$ cat src/rtl/tube_bcd_writer.sv
// Converts a 27-bit binary value to 8 BCD digits (double-dabble) and writes it to a
// digital-tube peripheral as three held register writes: low digits, high digits, blanking/dp.
module tube_bcd_writer #(
  parameter int HOLD_CYCLES = 64
) (
  input  logic        clock,
  input  logic        reset,
  input  logic        start,
  input  logic [26:0] value_in,
  input  logic [7:0]  dp_in,
  output logic        busy,
  output logic        done,
  output logic        overflow,
  output logic        tube_write_enable,
  output logic        tube_ctrl,
  output logic [2:0]  tube_address,
  output logic [15:0] tube_data
);

  typedef enum logic [2:0] {
    IDLE    = 3'd0,
    CONVERT = 3'd1,
    MASK    = 3'd2,
    WR_LOW  = 3'd3,
    WR_HIGH = 3'd4,
    WR_SPEC = 3'd5,
    DONE    = 3'd6
  } state_t;

  localparam logic [7:0]  HOLD_RELOAD = 8'(HOLD_CYCLES - 1);
  localparam logic [26:0] BCD_MAX     = 27'd99999999;
  localparam logic [4:0]  LAST_BIT    = 5'd26;

  // One double-dabble step: add 3 to every nibble >= 5, then shift in the next source bit.
  function automatic logic [31:0] dabble_step(input logic [31:0] bcd, input logic src_bit);
    logic [31:0] adj;
    for (int i = 0; i < 8; i++) begin
      if (bcd[4*i +: 4] >= 4'd5) begin
        adj[4*i +: 4] = bcd[4*i +: 4] + 4'd3;
      end else begin
        adj[4*i +: 4] = bcd[4*i +: 4];
      end
    end
    return {adj[30:0], src_bit};
  endfunction

  // Digit i is lit when it or any more significant digit is nonzero; digit 0 is always lit.
  function automatic logic [7:0] digit_mask(input logic [31:0] bcd);
    logic [7:0] en;
    logic       seen;
    seen = 1'b0;
    for (int i = 7; i >= 0; i--) begin
      if (bcd[4*i +: 4] != 4'd0) begin
        seen = 1'b1;
      end else begin
        seen = seen;
      end
      en[i] = seen | (i == 0);
    end
    return en;
  endfunction

  state_t      state_r, next_state_s;
  logic [26:0] bin_r;
  logic [31:0] bcd_r;
  logic [7:0]  dp_r;
  logic [7:0]  enable_r;
  logic [4:0]  bit_cnt_r;
  logic [7:0]  hold_r;
  logic        overflow_r;
  logic        busy_r;
  logic        done_r;
  logic        tube_we_r;
  logic        tube_ctrl_r;
  logic [2:0]  tube_addr_r;
  logic [15:0] tube_data_r;

  // State register.
  always_ff @(posedge clock or negedge reset) begin
    if (!reset) begin
      state_r <= IDLE;
    end else begin
      state_r <= next_state_s;
    end
  end

  // Next-state logic; timed states advance on their internal counters only.
  always_comb begin
    next_state_s = state_r;
    case (state_r)
      IDLE: begin
        if (start) begin
          next_state_s = CONVERT;
        end else begin
          next_state_s = IDLE;
        end
      end
      CONVERT: begin
        if (bit_cnt_r == LAST_BIT) begin
          next_state_s = MASK;
        end else begin
          next_state_s = CONVERT;
        end
      end
      MASK: next_state_s = WR_LOW;
      WR_LOW: begin
        if (hold_r == 8'd0) begin
          next_state_s = WR_HIGH;
        end else begin
          next_state_s = WR_LOW;
        end
      end
      WR_HIGH: begin
        if (hold_r == 8'd0) begin
          next_state_s = WR_SPEC;
        end else begin
          next_state_s = WR_HIGH;
        end
      end
      WR_SPEC: begin
        if (hold_r == 8'd0) begin
          next_state_s = DONE;
        end else begin
          next_state_s = WR_SPEC;
        end
      end
      DONE:    next_state_s = IDLE;
      default: next_state_s = IDLE;
    endcase
  end

  // Request capture, conversion, mask and hold-counter datapath.
  always_ff @(posedge clock or negedge reset) begin
    if (!reset) begin
      bin_r      <= 27'd0;
      bcd_r      <= 32'd0;
      dp_r       <= 8'd0;
      enable_r   <= 8'd0;
      bit_cnt_r  <= 5'd0;
      hold_r     <= 8'd0;
      overflow_r <= 1'b0;
    end else begin
      case (state_r)
        IDLE: begin
          if (start) begin
            bin_r      <= (value_in > BCD_MAX) ? BCD_MAX : value_in;
            overflow_r <= (value_in > BCD_MAX);
            dp_r       <= dp_in;
            bcd_r      <= 32'd0;
            bit_cnt_r  <= 5'd0;
          end
        end
        CONVERT: begin
          bcd_r     <= dabble_step(bcd_r, bin_r[26]);
          bin_r     <= {bin_r[25:0], 1'b0};
          bit_cnt_r <= bit_cnt_r + 5'd1;
        end
        MASK: begin
          enable_r <= digit_mask(bcd_r);
          hold_r   <= HOLD_RELOAD;
        end
        WR_LOW, WR_HIGH, WR_SPEC: begin
          // Reload on expiry so the next write window starts with a full count.
          if (hold_r == 8'd0) begin
            hold_r <= HOLD_RELOAD;
          end else begin
            hold_r <= hold_r - 8'd1;
          end
        end
        default: begin
          hold_r <= hold_r;
        end
      endcase
    end
  end

  // Registered outputs decoded from the next state, so the bus changes only at window edges.
  always_ff @(posedge clock or negedge reset) begin
    if (!reset) begin
      busy_r      <= 1'b0;
      done_r      <= 1'b0;
      tube_we_r   <= 1'b0;
      tube_ctrl_r <= 1'b0;
      tube_addr_r <= 3'b000;
      tube_data_r <= 16'd0;
    end else begin
      busy_r <= (next_state_s != IDLE);
      done_r <= (next_state_s == DONE);
      case (next_state_s)
        WR_LOW: begin
          tube_we_r   <= 1'b1;
          tube_ctrl_r <= 1'b1;
          tube_addr_r <= 3'b000;
          tube_data_r <= bcd_r[15:0];
        end
        WR_HIGH: begin
          tube_we_r   <= 1'b1;
          tube_ctrl_r <= 1'b1;
          tube_addr_r <= 3'b010;
          tube_data_r <= bcd_r[31:16];
        end
        WR_SPEC: begin
          tube_we_r   <= 1'b1;
          tube_ctrl_r <= 1'b1;
          tube_addr_r <= 3'b100;
          tube_data_r <= {enable_r, dp_r};
        end
        default: begin
          tube_we_r   <= 1'b0;
          tube_ctrl_r <= 1'b0;
          tube_addr_r <= 3'b000;
          tube_data_r <= 16'd0;
        end
      endcase
    end
  end

  assign busy              = busy_r;
  assign done              = done_r;
  assign overflow          = overflow_r;
  assign tube_write_enable = tube_we_r;
  assign tube_ctrl         = tube_ctrl_r;
  assign tube_address      = tube_addr_r;
  assign tube_data         = tube_data_r;

endmodule
$ cat config.mk
export PLATFORM = sky130hd
export DESIGN_NAME = tube_bcd_writer
export DESIGN_NICKNAME = d
export VERILOG_FILES = /design/src/rtl/tube_bcd_writer.sv
export SDC_FILE = /design/constraint.sdc
export NUM_CORES = 1
export LEC_CHECK = 0
export ABC_AREA = 1
export CORE_MARGIN = 2
export CORE_UTILIZATION = 39
export CTS_CLUSTER_DIAMETER = 60
export CTS_CLUSTER_SIZE = 25
export DETAILED_ROUTE_END_ITERATION = 10
export GPL_ROUTABILITY_DRIVEN = 0
export SLEW_MARGIN = 25
export SYNTH_ARGS = -nofsm -noshare
export SYNTH_HDL_FRONTEND = slang
export SYNTH_SLANG_ARGS = --single-unit
$ cat constraint.sdc
create_clock -name clock -period 1.85 [get_ports clock]
set_input_delay 0.2775 -clock clock [delete_from_list [all_inputs] [get_ports clock]]
set_output_delay 0.2775 -clock clock [all_outputs]
set_load 0.03 [all_outputs]
==> flow_metrics.py <==
metrics = {
    "drt": {
        "drc": 0,
        "route.vias.total": 5148,
        "viasPerCell": 5.02,
        "drt_iter0_markers": 275,
        "ant_nets": 0,
        "wl_per_cell_um": 13.4,
        "routed_wl_um": 13800,
        "drt-pass1-iter-count": 4,
    },
    "yosys": {
        "synth-seq-cells": 113,
        "synth_cells": 748,
        "synthMuxAreaShare_pct": 0,
        "postSynth.asyncResetShare_pct": 100,
        "synth-xor-area-share_pct": 0.581,
        "ys_seq_area_share_pct": 46.9,
        "synth_top_family_by_area": "simple AND/OR/NAND/NOR gates",
        "ys.flop_type": "dfrtp_1",
        "synth_edf_count": 0,
        "ys_types": 39,
        "yosys.area_share.simple_pct": 23.8,
        "synthesis.area_mm2": 0.00603,
        "synthAdderAreaFrac_pct": 5.39,
        "syn_area_per_cell_um2": 8.07,
        "synth_compound_area_share_pct": 13.7,
        "yosysWarnings": 0,
        "syn-num-nets": 812,
    },
    "finish": {
        "syn2layout_area_growth_pct": 26.1,
        "fillerInstances": 1440,
        "diodes": 0,
        "multiInputGateArea_mm2": 0.00264,
        "final_cell_mix": "190 x nand2_1, 113 x dfrtp_1, 110 x inv_1, 67 x nand3_1, 59 x clkdlybuf4s50_1",
        "fin_util_pct": 50.2,
        "fin_area_mm2": 0.00761,
        "drive_above_1_share_pct": 10.9,
        "nets": 890,
        "layout_commonest_cell": "nand2_1",
        "regArea_mm2": 0.00283,
        "instances_no_fill": 1026,
    },
    "worst_hold_path": {
        "hold_path.class": "in2async",
    },
    "critical_path": {
        "crit_type": "reg2out",
        "startpoint": "overflow",
        "r2r_start": "hold_r[0]",
        "cp_num_buf_inv": 1,
        "required_ns": 1.57,
        "crit_path_start_kind": "flip-flop",
        "crit_path_max_incr_delay_ns": 0.68,
        "ff2ff_setup_slack_ns": 0.13,
        "path_delay_family": "buffers and inverters",
        "reg2reg_depth": 11,
        "crit_cells": 1,
        "slowest_stage": "clkdlybuf4s50_1",
        "crit_end": "overflow",
        "crit_fanout": 2,
        "end_kind": "output port",
        "path_cells": "clkdlybuf4s50_1",
        "crit_arrival_ns": 1.44,
        "r2r-end": "tube_data[9]",
    },
    "die": {
        "die_area_mm2": 0.0165,
        "core-area_mm2": 0.0151,
        "initial_utilization_pct": 39.8,
        "rows": 45,
        "pin_count": 62,
        "die_y_um": 128,
        "die_w_um": 128,
    },
    "clock_network": {
        "numCtsBuffers": 17,
        "clock_latency_ns": 0.42,
        "cts_root_buffer": "clkbuf_16",
        "htreeDepth": 4,
        "cts.sinks": 113,
        "cts_tree": "yes",
        "clockBufferDepth": 2,
        "clkTransAtPathRegs_ns": 0.05,
    },
    "global_route": {
        "grt-ovfl-total": 0,
        "grt_pass1_wl_um": 23500,
        "grt_pass1_vias": 5020,
        "antenna_found_initial": 0,
        "grt_usage_pct": 18.1,
        "grt_max_degree": 36,
    },
    "sta": {
        "min_period_over_period_pct": 93.1,
        "fin_skew_ns": 0.00847,
        "hold_viol_final": 0,
        "min_period_ns": 1.72,
        "worst_slack_ns": 0.128,
        "fmax_ghz": 0.581,
        "rsz0062_at_grt": "false",
        "finalSetupViolCount": 0,
        "slew_violations": 0,
    },
    "placed_design": {
        "dp_cells": 991,
        "post-dp-hpwl_um": 9750,
        "place_worst_setup_slack_ns": -0.0111,
        "postPlaceCellArea_mm2": 0.00696,
        "port_buffers": 60,
    },
    "pwr": {
        "p_leak_nw": 3.74,
        "power.density_mw_per_mm2": 790,
        "vdd_drop_max_v": 0.000706,
    },
    "run_status": {
        "status": "finished clean",
    },
    "flow_run": {
        "drv_cap": 0,
    },
}
how the worst min path moves through the flow:
stage | start | endpoint | slack [ns] | cells past startpoint
2_1_floorplan | reset | bcd_r[0] | -0.02 | 0
3_3_place_gp | reset | hold_r[5] | 0.24 | 1
3_5_place_dp | reset | hold_r[3] | 0.23 | 1
4_1_cts | reset | state_r[1] | 0.34 | 2
5_1_grt | reset | hold_r[5] | 0.38 | 2
6_report | reset | hold_r[4] | 0.34 | 2
power breakdown:
group | internal, W | switching, W | leakage [nW]
combinational | 0.000108 | 0.000111 | 2.05
clock | 0.00216 | 0.00115 | 0.287
sequential | 0.00247 | 0 | 1.40
total | 0.00475 | 0.00126 | 3.74
timing repair:
action	4_1_cts	5_1_grt
setup buffers	0	3
setup endpoints to repair	0	17
endpoints found under the hold margin	21	0
resized for setup	0	5
hold buffers	1	0
cells in the mapped netlist, types with 2 or more instances:
master / n / share of area, %
nand2_1: 190 / 12
dfrtp_1: 113 / 47
inv_1: 111 / 6.9
nand3_1: 67 / 5.6
o21ai_0: 46 / 3.8
nor2_1: 32 / 2.0
ha_1: 26 / 5.4
a22o_1: 24 / 3.5
o21ai_1: 20 / 1.7
a21oi_1: 19 / 1.6
o22ai_1: 11 / 1.1
buf_2: 9 / 0.75
inv_2: 8 / 0.50
nand2_2: 8 / 0.83
clkbuf_1: 7 / 0.44
buf_4: 5 / 0.62
nand4_1: 5 / 0.52
o211ai_1: 5 / 0.62
or2_2: 5 / 0.52
nor2_2: 4 / 0.41
nand3_2: 3 / 0.50
nor2_4: 3 / 0.56
nor3_1: 3 / 0.25
o311ai_0: 3 / 0.44
xor2_1: 3 / 0.44
buf_1: 2 / 0.12
o21a_1: 2 / 0.25
o21ai_2: 2 / 0.29
or2_1: 2 / 0.21
through the flow:
stage,TNS (ns),power [W],hold WS [ns]
after floorplan,0,0.00257,-0.0181
after global placement,0,0.00274,0.237
after detailed placement,-0.0329,0.00274,0.235
after CTS,0,0.00609,0.345
after global routing,0,0.00622,0.377
final,0,0.00601,0.338
cells by family (layout without fill, tap and decap cells):
family	Yosys count	count (layout)
flip-flops	113	113
other	1	1
buffers and inverters	143	233
XOR/XNOR	4	4
AO/OA/AOI/OAI	135	135
adder cells (fa/ha/maj)	26	26
AND/OR/NAND/NOR	326	326
flip-flops by register name, summed over array words and instances, names as in the netlist:
signal        count
tube_address      2
done              1
bcd_r            32
dp_r              8
bin_r            27
bit_cnt_r         5
hold_r            8
busy              1
tube_data        16
overflow          1
enable_r          8
state_r           3
tube_ctrl         1
per-layer routing:
metal | wire (um) | part of all wire (%) | up-vias | track usage [%]
met5 | 0 | 0 | - | 0
li1 | - | - | 2578 | -
met1 | 6460 | 47 | 2426 | 23.4
met4 | 196 | 1.4 | 0 | 7.11
met3 | 712 | 5.2 | 16 | 5.03
met2 | 6390 | 46 | 128 | 29.0
final cells by class:
class                           count  area share [%]
Inverter                          119            5.87
Clock inverter                     11            1.81
Timing Repair Buffer               83            11.4
Sequential cell                   113            37.2
Clock buffer                       20            6.00
Multi-Input combinational cell    492            34.7
Tap cell                          188            3.09
Note: power is estimated with default switching activity, not from simulation.
